## src/rtl/mlp_layer_sequencer.sv

```systemverilog
// Chains NUM_LAYERS fully-connected layers: fills each layer's input buffer,
// starts it, waits for completion and forwards activations downstream.
package mlp_seq_pkg;
  function automatic int max_entry(
    input logic [143:0] sz,
    input int           n
  );
    int m;
    m = 1;
    for (int i = 0; i <= n; i++)
      if (int'(sz[i*16 +: 16]) > m)
        m = int'(sz[i*16 +: 16]);
    return m;
  endfunction

  function automatic int addr_bits(input int m);
    return (m <= 2) ? 1 : $clog2(m);
  endfunction
endpackage

module mlp_layer_sequencer
  import mlp_seq_pkg::*;
#(
  parameter int NUM_LAYERS    = 4,
  parameter int datatype_size = 2,
  parameter logic [(NUM_LAYERS+1)*16-1:0] LAYER_SIZE =
    {16'd10, 16'd250, 16'd500, 16'd784, 16'd784},
  localparam int ADDR_W =
    addr_bits(max_entry(144'(LAYER_SIZE), NUM_LAYERS))
) (
  input  logic                            clk,
  input  logic                            rst,
  input  logic                            i_in_valid,
  input  logic [datatype_size-1:0]        i_in_data,
  output logic                            o_in_ready,
  output logic [NUM_LAYERS-1:0]           o_ibuf_we,
  output logic [NUM_LAYERS*datatype_size-1:0] o_ibuf_wr_data,
  output logic [NUM_LAYERS*ADDR_W-1:0]    o_ibuf_addr,
  output logic [NUM_LAYERS-1:0]           o_start,
  input  logic [NUM_LAYERS-1:0]           i_busy,
  input  logic [NUM_LAYERS-1:0]           i_func_valid,
  input  logic [NUM_LAYERS*datatype_size-1:0] i_func_data,
  output logic                            o_out_valid,
  output logic [datatype_size-1:0]        o_out_data,
  output logic                            o_done,
  output logic                            o_err
);

  localparam int DW = datatype_size;
  localparam int CW = ADDR_W + 1;
  localparam int NL = NUM_LAYERS;

  typedef enum logic [1:0] {
    FILL  = 2'd0,
    START = 2'd1,
    WAIT  = 2'd2
  } state_e;

  state_e            st_q   [NL];
  state_e            st_d   [NL];
  logic [CW-1:0]     cnt_q  [NL];
  logic [CW-1:0]     cnt_d  [NL];
  logic              seen_q [NL];
  logic              seen_d [NL];
  logic [ADDR_W-1:0] addr_q [NL];
  logic [ADDR_W-1:0] addr_d [NL];
  logic [DW-1:0]     wdat_q [NL];
  logic [DW-1:0]     wdat_d [NL];
  logic [DW-1:0]     src_dat [NL];
  logic [NL-1:0]     we_q, we_d;
  logic [NL-1:0]     src_v, down_free;
  logic              in_rdy;
  logic              ov_q, ov_d;
  logic [DW-1:0]     od_q, od_d;
  logic              done_q, done_d;
  logic              err_q, err_d;
  logic [16:0]       ocnt_q, ocnt_d, oc;

  function automatic logic [16:0] sz(input int k);
    return {1'b0, LAYER_SIZE[k*16 +: 16]};
  endfunction

  assign in_rdy = (st_q[0] == FILL) &&
                  (17'(cnt_q[0]) < sz(0));

  always_comb begin
    src_v     = '0;
    down_free = '1;
    for (int k = 0; k < NL; k++)
      src_dat[k] = '0;
    src_v[0]   = i_in_valid & in_rdy;
    src_dat[0] = i_in_data;
    for (int k = 1; k < NL; k++) begin
      src_v[k]   = i_func_valid[k-1];
      src_dat[k] = i_func_data[(k-1)*DW +: DW];
    end
    // A layer may only start once its consumer is empty and idle.
    for (int k = 0; k < NL-1; k++)
      down_free[k] = (st_q[k+1] == FILL) &&
                     (cnt_q[k+1] == '0);
  end

  always_comb begin
    st_d   = st_q;
    cnt_d  = cnt_q;
    seen_d = seen_q;
    addr_d = addr_q;
    wdat_d = wdat_q;
    we_d   = '0;
    err_d  = err_q;
    ov_d   = 1'b0;
    od_d   = od_q;
    done_d = 1'b0;
    for (int k = 0; k < NL; k++) begin
      if (src_v[k]) begin
        if (st_q[k] == FILL &&
            17'(cnt_q[k]) < sz(k)) begin
          we_d[k]   = 1'b1;
          addr_d[k] = cnt_q[k][ADDR_W-1:0];
          wdat_d[k] = src_dat[k];
          cnt_d[k]  = cnt_q[k] + CW'(1);
        end else begin
          err_d = 1'b1;
        end
      end
      unique case (st_q[k])
        FILL: begin
          // An arriving write holds off the start.
          if (17'(cnt_q[k]) == sz(k) && !i_busy[k] &&
              down_free[k] && !src_v[k]) begin
            st_d[k]   = START;
            seen_d[k] = 1'b0;
          end
        end
        START: begin
          st_d[k]   = WAIT;
          seen_d[k] = i_busy[k];
        end
        WAIT: begin
          if (i_busy[k]) begin
            seen_d[k] = 1'b1;
          end else if (seen_q[k]) begin
            st_d[k]   = FILL;
            cnt_d[k]  = '0;
            seen_d[k] = 1'b0;
          end
        end
        default: st_d[k] = FILL;
      endcase
    end
    // Output count holds at full until the last layer restarts,
    // so surplus words remain detectable.
    oc     = (st_q[NL-1] == START) ? '0 : ocnt_q;
    ocnt_d = oc;
    if (i_func_valid[NL-1]) begin
      if (oc < sz(NL)) begin
        ov_d   = 1'b1;
        od_d   = i_func_data[(NL-1)*DW +: DW];
        ocnt_d = oc + 17'd1;
        done_d = (oc + 17'd1) == sz(NL);
      end else begin
        err_d = 1'b1;
      end
    end
  end

  always_ff @(posedge clk or posedge rst) begin
    if (rst) begin
      for (int k = 0; k < NL; k++) begin
        st_q[k]   <= FILL;
        cnt_q[k]  <= '0;
        seen_q[k] <= 1'b0;
        addr_q[k] <= '0;
        wdat_q[k] <= '0;
      end
      we_q   <= '0;
      ov_q   <= 1'b0;
      od_q   <= '0;
      done_q <= 1'b0;
      err_q  <= 1'b0;
      ocnt_q <= '0;
    end else begin
      st_q   <= st_d;
      cnt_q  <= cnt_d;
      seen_q <= seen_d;
      addr_q <= addr_d;
      wdat_q <= wdat_d;
      we_q   <= we_d;
      ov_q   <= ov_d;
      od_q   <= od_d;
      done_q <= done_d;
      err_q  <= err_d;
      ocnt_q <= ocnt_d;
    end
  end

  always_comb begin
    o_start        = '0;
    o_ibuf_addr    = '0;
    o_ibuf_wr_data = '0;
    for (int k = 0; k < NL; k++) begin
      o_start[k] = (st_q[k] == START);
      o_ibuf_addr[k*ADDR_W +: ADDR_W] = addr_q[k];
      o_ibuf_wr_data[k*DW +: DW]      = wdat_q[k];
    end
  end

  assign o_in_ready  = in_rdy;
  assign o_ibuf_we   = we_q;
  assign o_out_valid = ov_q;
  assign o_out_data  = od_q;
  assign o_done      = done_q;
  assign o_err       = err_q;

endmodule

```

## config.mk

```make
export PLATFORM = sky130hd
export DESIGN_NAME = mlp_layer_sequencer
export DESIGN_NICKNAME = d
export VERILOG_FILES = /design/src/rtl/mlp_layer_sequencer.sv
export SDC_FILE = /design/constraint.sdc
export NUM_CORES = 1
export LEC_CHECK = 0
export CORE_MARGIN = 10
export CORE_UTILIZATION = 50
export DETAILED_ROUTE_END_ITERATION = 10
export HOLD_SLACK_MARGIN = 0.05
export PLACE_DENSITY = 0.76
export SYNTH_ARGS = -nofsm -noshare
export SYNTH_HDL_FRONTEND = slang
export SYNTH_SLANG_ARGS = --single-unit
```

## constraint.sdc

```tcl
create_clock -name clk -period 4.99 [get_ports clk]
set_clock_uncertainty 0.15 [all_clocks]
set_input_delay 1.497 -clock clk [delete_from_list [all_inputs] [get_ports clk]]
set_output_delay 1.497 -clock clk [all_outputs]
set_load 0.02 [all_outputs]
```

# Word-level counts from Yosys, hierarchy flattened

Cells that the tools add are included.

Equality and inequality tests: 25
Order comparisons: 5
Reduce and logical (&&, ||, !) cells: 50
Bitwise logic cells: 1
Mux-type cells: 73
$add $sub $neg: 5

Operators with widths:

| operator                                                                | count |
|---|---|
| 11-bit 2-to-1 mux                                                       | 20 |
| 17-bit 2-to-1 mux                                                       | 3 |
| 11-bit by 1-bit adder with 11-bit output, second input constant         | 4 |
| 11-bit zero test                                                        | 3 |
| 1-bit 2-to-1 mux                                                        | 30 |
| 2-bit 2-to-1 mux                                                        | 12 |
| 2-bit one-hot mux with 3 select lines                                   | 4 |
| 11-bit by 10-bit equality test with 1-bit output, second input constant | 2 |
| 11-bit by 10-bit < comparator with 1-bit output, second input constant  | 2 |
| 1-bit logical AND                                                       | 18 |
| 2-bit AND reduction                                                     | 9 |
| 17-bit by 1-bit adder with 17-bit output, second input constant         | 1 |
| 17-bit by 4-bit equality test with 1-bit output, second input constant  | 1 |
| 17-bit by 4-bit < comparator with 1-bit output, second input constant   | 1 |
| 2-bit inequality test, second input constant                            | 8 |
| 1-bit one-hot mux with 3 select lines                                   | 4 |
| 3-bit AND reduction                                                     | 4 |
| 3-bit nonzero test                                                      | 4 |
| 11-bit by 8-bit equality test with 1-bit output, second input constant  | 1 |
| 11-bit by 9-bit equality test with 1-bit output, second input constant  | 1 |
| 11-bit by 8-bit < comparator with 1-bit output, second input constant   | 1 |
| 11-bit by 9-bit < comparator with 1-bit output, second input constant   | 1 |
| 2-bit by 1-bit equality test with 1-bit output, second input constant   | 4 |
| 2-bit equality test, second input constant                              | 4 |
| 4 further kinds                                                         | 17 |

Word-level logic and storage cells: 185
Output and inout port bits: 62
Flip-flop bits (word level): 130
Bits of input ports: 21

# Longest topological paths before layout

Gate-level depths: netlist of the first run.

Depth after elaboration: 12
Gate-level depth with buffers: 9
Mapped depth without buffers: 8

# Worst setup path before layout of the first run

OpenSTA, ideal clock, no wires.

Path type: input to register
Start: input i_busy[1]
End: register st_q[4] (netlist bit)
Required time: 4714 ps
Setup time: 126 ps
Arrival: 3142 ps
Stages: 4
Slack: 1572 ps
Path buffers: 0
Path through: or4b_1 > or4_4 > o311a_1 > a311o_1

Longest elaborated chain between the ends: 6
Elaborated cells on any way between the ends: 7
Those cells by class: 2 x eq/ne; 5 x reduce/logical

RTL lines:

| what                                                       | RTL line | source |
|---|---|---|
| start, declared                                            | 40       | `input logic [NUM_LAYERS-1:0] i_busy,` |
| 1-bit zero test                                            | 129      | `if (17'(cnt_q[k]) == sz(k) && !i_busy[k] &&` |
| 1-bit logical AND (2 in a row)                             | 129      |  |
| 1-bit logical AND                                          | 130      | `down_free[k] && !src_v[k]) begin` |
| 2-bit by 1-bit inequality test with 1-bit output (no line) | --       |  |
| 3-bit AND reduction (no line) (*)                          | --       |  |
| end signal, assigned                                       | 183      | `st_q <= st_d;` |
| end, declared                                              | 59       | `state_e st_q [NL];` |

Mark *: on every way between the ends. The rest lies on a longest branch, timed or not.
A chain may end at the register's enable or synchronous reset.

# Final worst setup path of the first run

Start: register cnt_q[39] (netlist bit)
End: output o_in_ready

Longest elaborated chain between the ends: 2

RTL lines:

| what                                            | RTL line | source |
|---|---|---|
| start, declared                                 | 61       | `logic [CW-1:0] cnt_q [NL];` |
| start signal, assigned                          | 184      | `cnt_q <= cnt_d;` |
| 11-bit by 10-bit < comparator with 1-bit output | 84       | `(17'(cnt_q[0]) < sz(0));` |
| 1-bit logical AND                               | 83       | `assign in_rdy = (st_q[0] == FILL) &&` |
| end, declared                                   | 35       | `output logic o_in_ready,` |

Every way passes these cells.

==> impl_metrics.py, run 1 <==
metrics = {
    "status": {
        "status": "complete, no violations",
    },
    "detailed_routing": {
        "first_pass_iters": 4,
        "vias_per_cell": 5.479,
        "ant_nets": 0,
        "wl_per_cell_um": 16.11,
        "drt_wl_total_um": 13570,
        "vias": 4613,
        "drtIter0Drc": 380,
        "drc": 0,
    },
    "floorplanning": {
        "start_util": 0.5159,
        "fp.coreArea_mm2": 0.01211,
        "fp.dieW_um": 131.8,
        "pin_count": 83,
        "die_area_mm2": 0.01737,
        "row_count": 40,
        "die_height_um": 131.8,
    },
    "pwr": {
        "switching_power_mw": 1.290,
        "p_int_mw": 2.685,
        "power_frac_seq": 0.386,
        "total_power_mw": 3.975,
        "swShare": 0.3245,
        "peakVddDrop_v": 0.0003120,
        "p_leak_nw": 3.518,
        "p_comb_frac": 0.284,
        "p_per_area_mw_per_mm2": 504.8,
        "clkPwrFrac": 0.330,
    },
    "critical_path": {
        "cp-end-kind": "primary output",
        "cp_cell_sequence": "nor4_2 > nor2_1 > nor3b_1 > clkdlybuf4s50_1",
        "worstPathMaxFanout": 7,
        "cp_slowest_cell": "clkdlybuf4s50_1",
        "critPathMaxStageDelay_ns": 0.65,
        "worst-setup-path-type": "reg2out",
        "critical_path_buf_inv_count": 1,
        "start_kind": "flop",
        "arrival_ns": 2.36,
        "worstPathRequired_ns": 3.34,
        "critical-path-top-delay-family": "simple AND/OR/NAND/NOR gates",
    },
    "synthesis": {
        "synth_cell_types": 56,
        "yosysSeqAreaShare": 0.5206,
        "synthArstFlopShare": 1.000,
        "synth_area_mm2": 0.006248,
        "synth_ff_type": "dfrtp_1",
        "syn_inst": 575,
        "syn-num-nets": 627,
        "syn_area_per_cell_um2": 10.87,
        "ys_ff_latch": 130,
        "ys_warn_count": 0,
        "synth_edf_count": 0,
    },
    "clocking": {
        "insertion_delay_ns": 0.42,
        "clock_sinks": 130,
        "clk_pin_slew_ns": 0.06,
        "cts_tree": "built",
        "htree_levels": 4,
        "ctsHoldBuffers": 0,
        "max-clock-path-buffers": 2,
        "cts_resized": 0,
        "cts_inserted_buffers": 17,
        "cts_root_buf": "clkbuf_16",
        "cts_setup_buffers": 0,
    },
    "timing": {
        "timing.final.hold_violations": 0,
        "max_slew_margin": 0.3434,
        "post-route-min-period_ns": 4.012,
        "finalSetupViolations": 0,
        "rsz0062_at_grt": "false",
        "slew_viol_final": 0,
        "worst_pin_slew_ns": 0.9784,
        "period_share": 0.8040,
        "fmax_mhz": 249.3,
        "fin_tns_setup_ns": 0,
    },
    "placement": {
        "place_congestion": 0.8842,
        "dp_hpwl_um": 9475,
        "port_buffers": 82,
    },
    "final_layout": {
        "drive_gt1_frac": 0.1276,
        "diodes": 0,
        "area_growth_pct": 26.01,
        "nets": 714,
    },
    "global_routing": {
        "grt_max_degree": 131,
        "grt_pass1_wl_um": 23040,
        "grt_pass1_vias": 4742,
        "antenna_found_initial": 0,
        "grt_usage": 0.1596,
        "grt_overflow_total": 0,
    },
    "worst_hold_path": {
        "hold_path.class": "reg2reg",
    },
    "job": {
        "max_cap_violations": 0,
    },
}
## synthesized netlist by cell type, types with 6 or more instances
master / n / area, µm²
nand2b_1: 7 / 43.79
or3_1: 12 / 75.07
ha_1: 31 / 387.9
o211ai_1: 10 / 75.07
nor4b_1: 9 / 78.83
mux2_2: 38 / 427.9
nand2_1: 42 / 157.7
xnor2_1: 8 / 70.07
nand3_1: 17 / 85.08
nor4_1: 9 / 56.30
and2_1: 8 / 50.05
clkbuf_1: 15 / 56.30
o21ai_0: 32 / 160.2
or4_1: 8 / 60.06
dfrtp_1: 130 / 3253
nor2_1: 31 / 116.4
inv_1: 37 / 138.9
nor3_1: 6 / 30.03
and3_1: 6 / 37.54
mux2i_1: 10 / 100.1
a21oi_1: 20 / 100.1
nor2b_1: 21 / 131.4
## power groups by stage
| stage | clock network, mW | registers [mW] | logic, mW |
|---|---|---|---|
| global placement | 0 | 1.54 | 1.09 |
| finish | 1.31 | 1.54 | 1.13 |
| detailed placement | 0 | 1.55 | 1.13 |
| global route | 1.38 | 1.58 | 1.25 |
| floorplan | 0 | 1.62 | 0.592 |
| CTS | 1.33 | 1.53 | 1.14 |
## kinds of logic (layout without fill, tap and decap cells)
logic type,Yosys count,in the layout,synth area share
simple gates,205,205,0.1868
buf+inv,56,155,0.03604
mux,48,48,0.08450
flops,130,130,0.5206
compound gates,92,92,0.09171
fa+ha+maj,31,31,0.06207
xor+xnor,13,13,0.01822
## worst paths after layout
check	start	end	slack, ns	depth (start not counted)
worst max-delay path	cnt_q[39]	o_in_ready	0.98	4
worst min-delay path	o_ibuf_addr[10]	o_ibuf_addr[10]	0.32	2
worst max register to register	st_q[0]	cnt_q[6]	1.82	7
worst min register to register	o_ibuf_addr[10]	o_ibuf_addr[10]	0.32	2
max in group asynchronous	rst	o_ibuf_addr[23]	2.72	3
min in group asynchronous	rst	o_ibuf_we[3]	1.48	3
## area by class of cell
cell class              instances  area (µm²)
multi-input cells             389        2770
fillers                       967        4238
well taps                     168       210.2
flip-flops and latches        130        3253
clock inverters                10       156.4
clock buffers                  21       470.5
repair buffers                 87       870.8
inverters                      37       142.6
## cells in the final DEF, fill, tap and decap left out, types with 7 or more instances in the layout
master             n
and2_1             8
o21ai_0           32
nand2_1           42
ha_1              31
dfrtp_1          130
clkbuf_16         17
or4_1              8
clkdlybuf4s50_1   82
nor4b_1            9
or3_1             12
nor2b_1           21
nor4_1             9
a21oi_1           20
nand3_1           17
nand2b_1           7
mux2i_1           10
o211ai_1          10
mux2_2            38
xnor2_1            8
nor2_1            31
inv_1             36
## state kept, by name, summed over array words and instances, names as in the netlist
register,cells
cnt_q,44
o_ibuf_addr,40
ocnt_q,17
o_ibuf_wr_data,8
st_q,8
o_ibuf_we,4
seen_q,4
o_out_data,2
o_done,1
o_err,1
o_out_valid,1
## per-layer routing
layer,up-vias,GRT usage,part of all wire
li1,2219,-,-
met1,2248,0.1885,0.43
met2,120,0.2564,0.49
met3,26,0.05297,0.058
met4,0,0.07664,0.024
met5,-,0,0
## through the flow
step	instance area, µm²	worst slack, ns	utilization	std cells	hold slack (ns)
4_1_cts	7874	0.9478	0.6501	842	0.3317
3_5_place_dp	7247	1.055	0.5983	811	0.3197
3_3_place_gp	7247	1.108	0.5983	811	0.3118
2_1_floorplan	6252	1.572	-	575	0.3147
6_report	7874	0.9782	0.6501	842	0.3244
5_1_grt	7874	0.8078	0.6501	842	0.3550
## worst reg2reg max path: cells and delay by family (launching register included)
family,cells,cell delay [ns]
compound gates,2,0.72
fa+ha+maj,1,0.22
buf+inv,2,0.49
flops,1,0.41
simple gates,2,1.11
(Power assumes the default switching activity.)
==> run 2, diff against run 1 <==
Clock period 4.99 ns to 3.55 ns, I/O delays scaled along.
==> run 2 against run 1 <==
  * Combinational power rose by 43%
  * Critical path depth up 1
  * Sequential cell count is the same
  * Power increased by 40%
  * Sequential power grew 40%
  * Utilization grew 0.13 points
  * Clock power rose by 36%
  * Register-to-register slack worse by 0.92 ns
  * Routed wire length grew 1.3%
  * Count of clock-buffer cells in the layout is 2 higher
  * Cell count up 0.71%
  * First-iteration DRC count grew 1.3%
==> impl_metrics.py, run 2 (same netlist as run 1, synthesis figures left out) <==
metrics = {
    "placement": {
        "preCtsSetupSlack_ns": 0.06054,
        "place_congestion": 0.9009,
        "placed_area_mm2": 0.007284,
        "dp_hpwl_um": 9652,
        "port_buffers": 82,
    },
    "clocking": {
        "ctsHoldBuffers": 0,
        "clk_pin_slew_ns": 0.06,
        "cts_resized": 1,
        "htree_levels": 4,
        "max-clock-path-buffers": 2,
        "clock_sinks": 130,
        "insertion_delay_ns": 0.42,
        "cts_inserted_buffers": 17,
        "cts_setup_buffers": 0,
        "cts_tree": "built",
        "cts_root_buf": "clkbuf_16",
    },
    "final_layout": {
        "design_area_mm2": 0.007890,
        "area_growth_pct": 26.27,
        "largest_register": "cnt_q",
        "diodes": 0,
        "largest_reg_flops": 44,
        "final_common_cell": "dfrtp_1",
        "nets": 719,
        "mostFrequentLayoutCells": "dfrtp_1, clkdlybuf4s50_1, nand2_1",
        "drive_gt1_frac": 0.1324,
    },
    "timing": {
        "rsz0062_at_grt": "false",
        "slew_viol_final": 0,
        "fmax_mhz": 309.1,
        "max_slew_margin": 0.2988,
        "finalSetupViolations": 0,
        "period_share": 0.9114,
        "setup_ws_ns": 0.3147,
        "fin_tns_setup_ns": 0,
        "post-route-min-period_ns": 3.235,
        "worst_pin_slew_ns": 1.047,
        "timing.final.hold_violations": 0,
    },
    "global_routing": {
        "grt_usage": 0.1610,
        "grt_overflow_total": 0,
        "grt_max_degree": 70,
        "antenna_found_initial": 0,
        "grt_pass1_vias": 4711,
        "grt_pass1_wl_um": 23090,
    },
    "detailed_routing": {
        "drc": 0,
        "vias_per_cell": 5.508,
        "drt_wl_total_um": 13740,
        "drtIter0Drc": 385,
        "first_pass_iters": 4,
        "wl_per_cell_um": 16.21,
        "ant_nets": 0,
        "vias": 4671,
    },
    "floorplanning": {
        "die_area_mm2": 0.01737,
        "pin_count": 83,
        "start_util": 0.5159,
        "row_count": 40,
        "fp.coreArea_mm2": 0.01211,
        "fp.dieW_um": 131.8,
        "die_height_um": 131.8,
    },
    "pwr": {
        "switching_power_mw": 1.823,
        "peakVddDrop_v": 0.0004481,
        "p_int_mw": 3.735,
        "power_frac_seq": 0.388,
        "clkPwrFrac": 0.320,
        "p_comb_frac": 0.291,
        "swShare": 0.3280,
        "p_leak_nw": 3.525,
        "p_per_area_mw_per_mm2": 704.5,
    },
    "critical_path": {
        "critical_path_buf_inv_count": 2,
        "worst-setup-path-type": "reg2out",
        "worstPathMaxFanout": 7,
        "cp_num_cells": 5,
        "critPathMaxStageDelay_ns": 0.44,
        "critPathCapture": "o_in_ready",
        "rrSetupSlack_ns": 0.90,
        "cp_slowest_cell": "dfrtp_1",
        "cp_cell_sequence": "nor4_2 > buf_4 > nor2_1 > nor3b_1 > dlygate4sd2_1",
        "r2r_cells": 9,
        "cp-end-kind": "primary output",
        "worstSetupStartpoint": "cnt_q[39]",
        "start_kind": "flop",
        "arrival_ns": 2.02,
        "critical-path-top-delay-family": "simple AND/OR/NAND/NOR gates",
        "rr_startpoint": "st_q[1]",
        "worstPathRequired_ns": 2.33,
        "rr_endpoint": "o_done",
    },
    "status": {
        "status": "complete, no violations",
    },
    "worst_hold_path": {
        "hold_path.class": "reg2reg",
    },
    "job": {
        "max_cap_violations": 0,
    },
}
[run 2: cell type report]
| cell class | count | area [µm²] |
|---|---|---|
| clock buffer | 23 | 478.0 |
| fill | 968 | 4222 |
| clock inverter | 9 | 128.9 |
| inverter | 37 | 142.6 |
| sequential | 130 | 3253 |
| timing repair buffer | 92 | 907.1 |
| multi-input combinational | 389 | 2770 |
| tap | 168 | 210.2 |
[run 2: metrics by stage]
stage	power, mW	std cells	hold slack, ns	utilization
2_1_floorplan	3.105	575	0.3147	-
3_3_place_gp	3.723	816	0.3110	0.6014
3_5_place_dp	3.804	816	0.3194	0.6014
4_1_cts	5.605	848	0.3315	0.6514
5_1_grt	5.884	848	0.3464	0.6514
6_report	5.559	848	0.3236	0.6514
[run 2: power by group through the flow]
stage | logic [mW] | clock network [mW] | registers (mW)
CTS | 1.64 | 1.80 | 2.16
finish | 1.62 | 1.78 | 2.16
floorplan | 0.832 | 0 | 2.27
global route | 1.79 | 1.88 | 2.21
global placement | 1.57 | 0 | 2.15
detailed placement | 1.62 | 0 | 2.18
[run 2: how the worst min path moves through the flow]
stage | start | to | depth (start not counted)
floorplan | ocnt_q[13] | ocnt_q[13] | 1
global placement | o_ibuf_addr[1] | o_ibuf_addr[1] | 2
CTS | o_ibuf_addr[11] | o_ibuf_addr[11] | 2
detailed placement | o_ibuf_addr[11] | o_ibuf_addr[11] | 2
finish | o_ibuf_addr[11] | o_ibuf_addr[11] | 2
global route | o_ibuf_addr[11] | o_ibuf_addr[11] | 2
[run 2: worst min-delay path, delay by kind of cell, from the launching register on]
kind | cells | cell delay [ns]
AOI/OAI and AO/OA | 1 | 0.06
DFF | 1 | 0.33
and+or+nand+nor | 1 | 0.05
[run 2: routing by layer]
metal | track usage | vias to the layer above | routed length, µm
li1 | - | 2229 | -
met1 | 0.1881 | 2303 | 5939
met2 | 0.2654 | 116 | 6896
met3 | 0.04688 | 23 | 622
met4 | 0.07911 | 0 | 285
met5 | 0 | - | 0
==> run 3, diff against run 2 <==
Settings changed: SKIP_LAST_GASP set to 1.
==> results of run 3 <==
The final DEF is identical to that of run 2; final timing and power are the same.
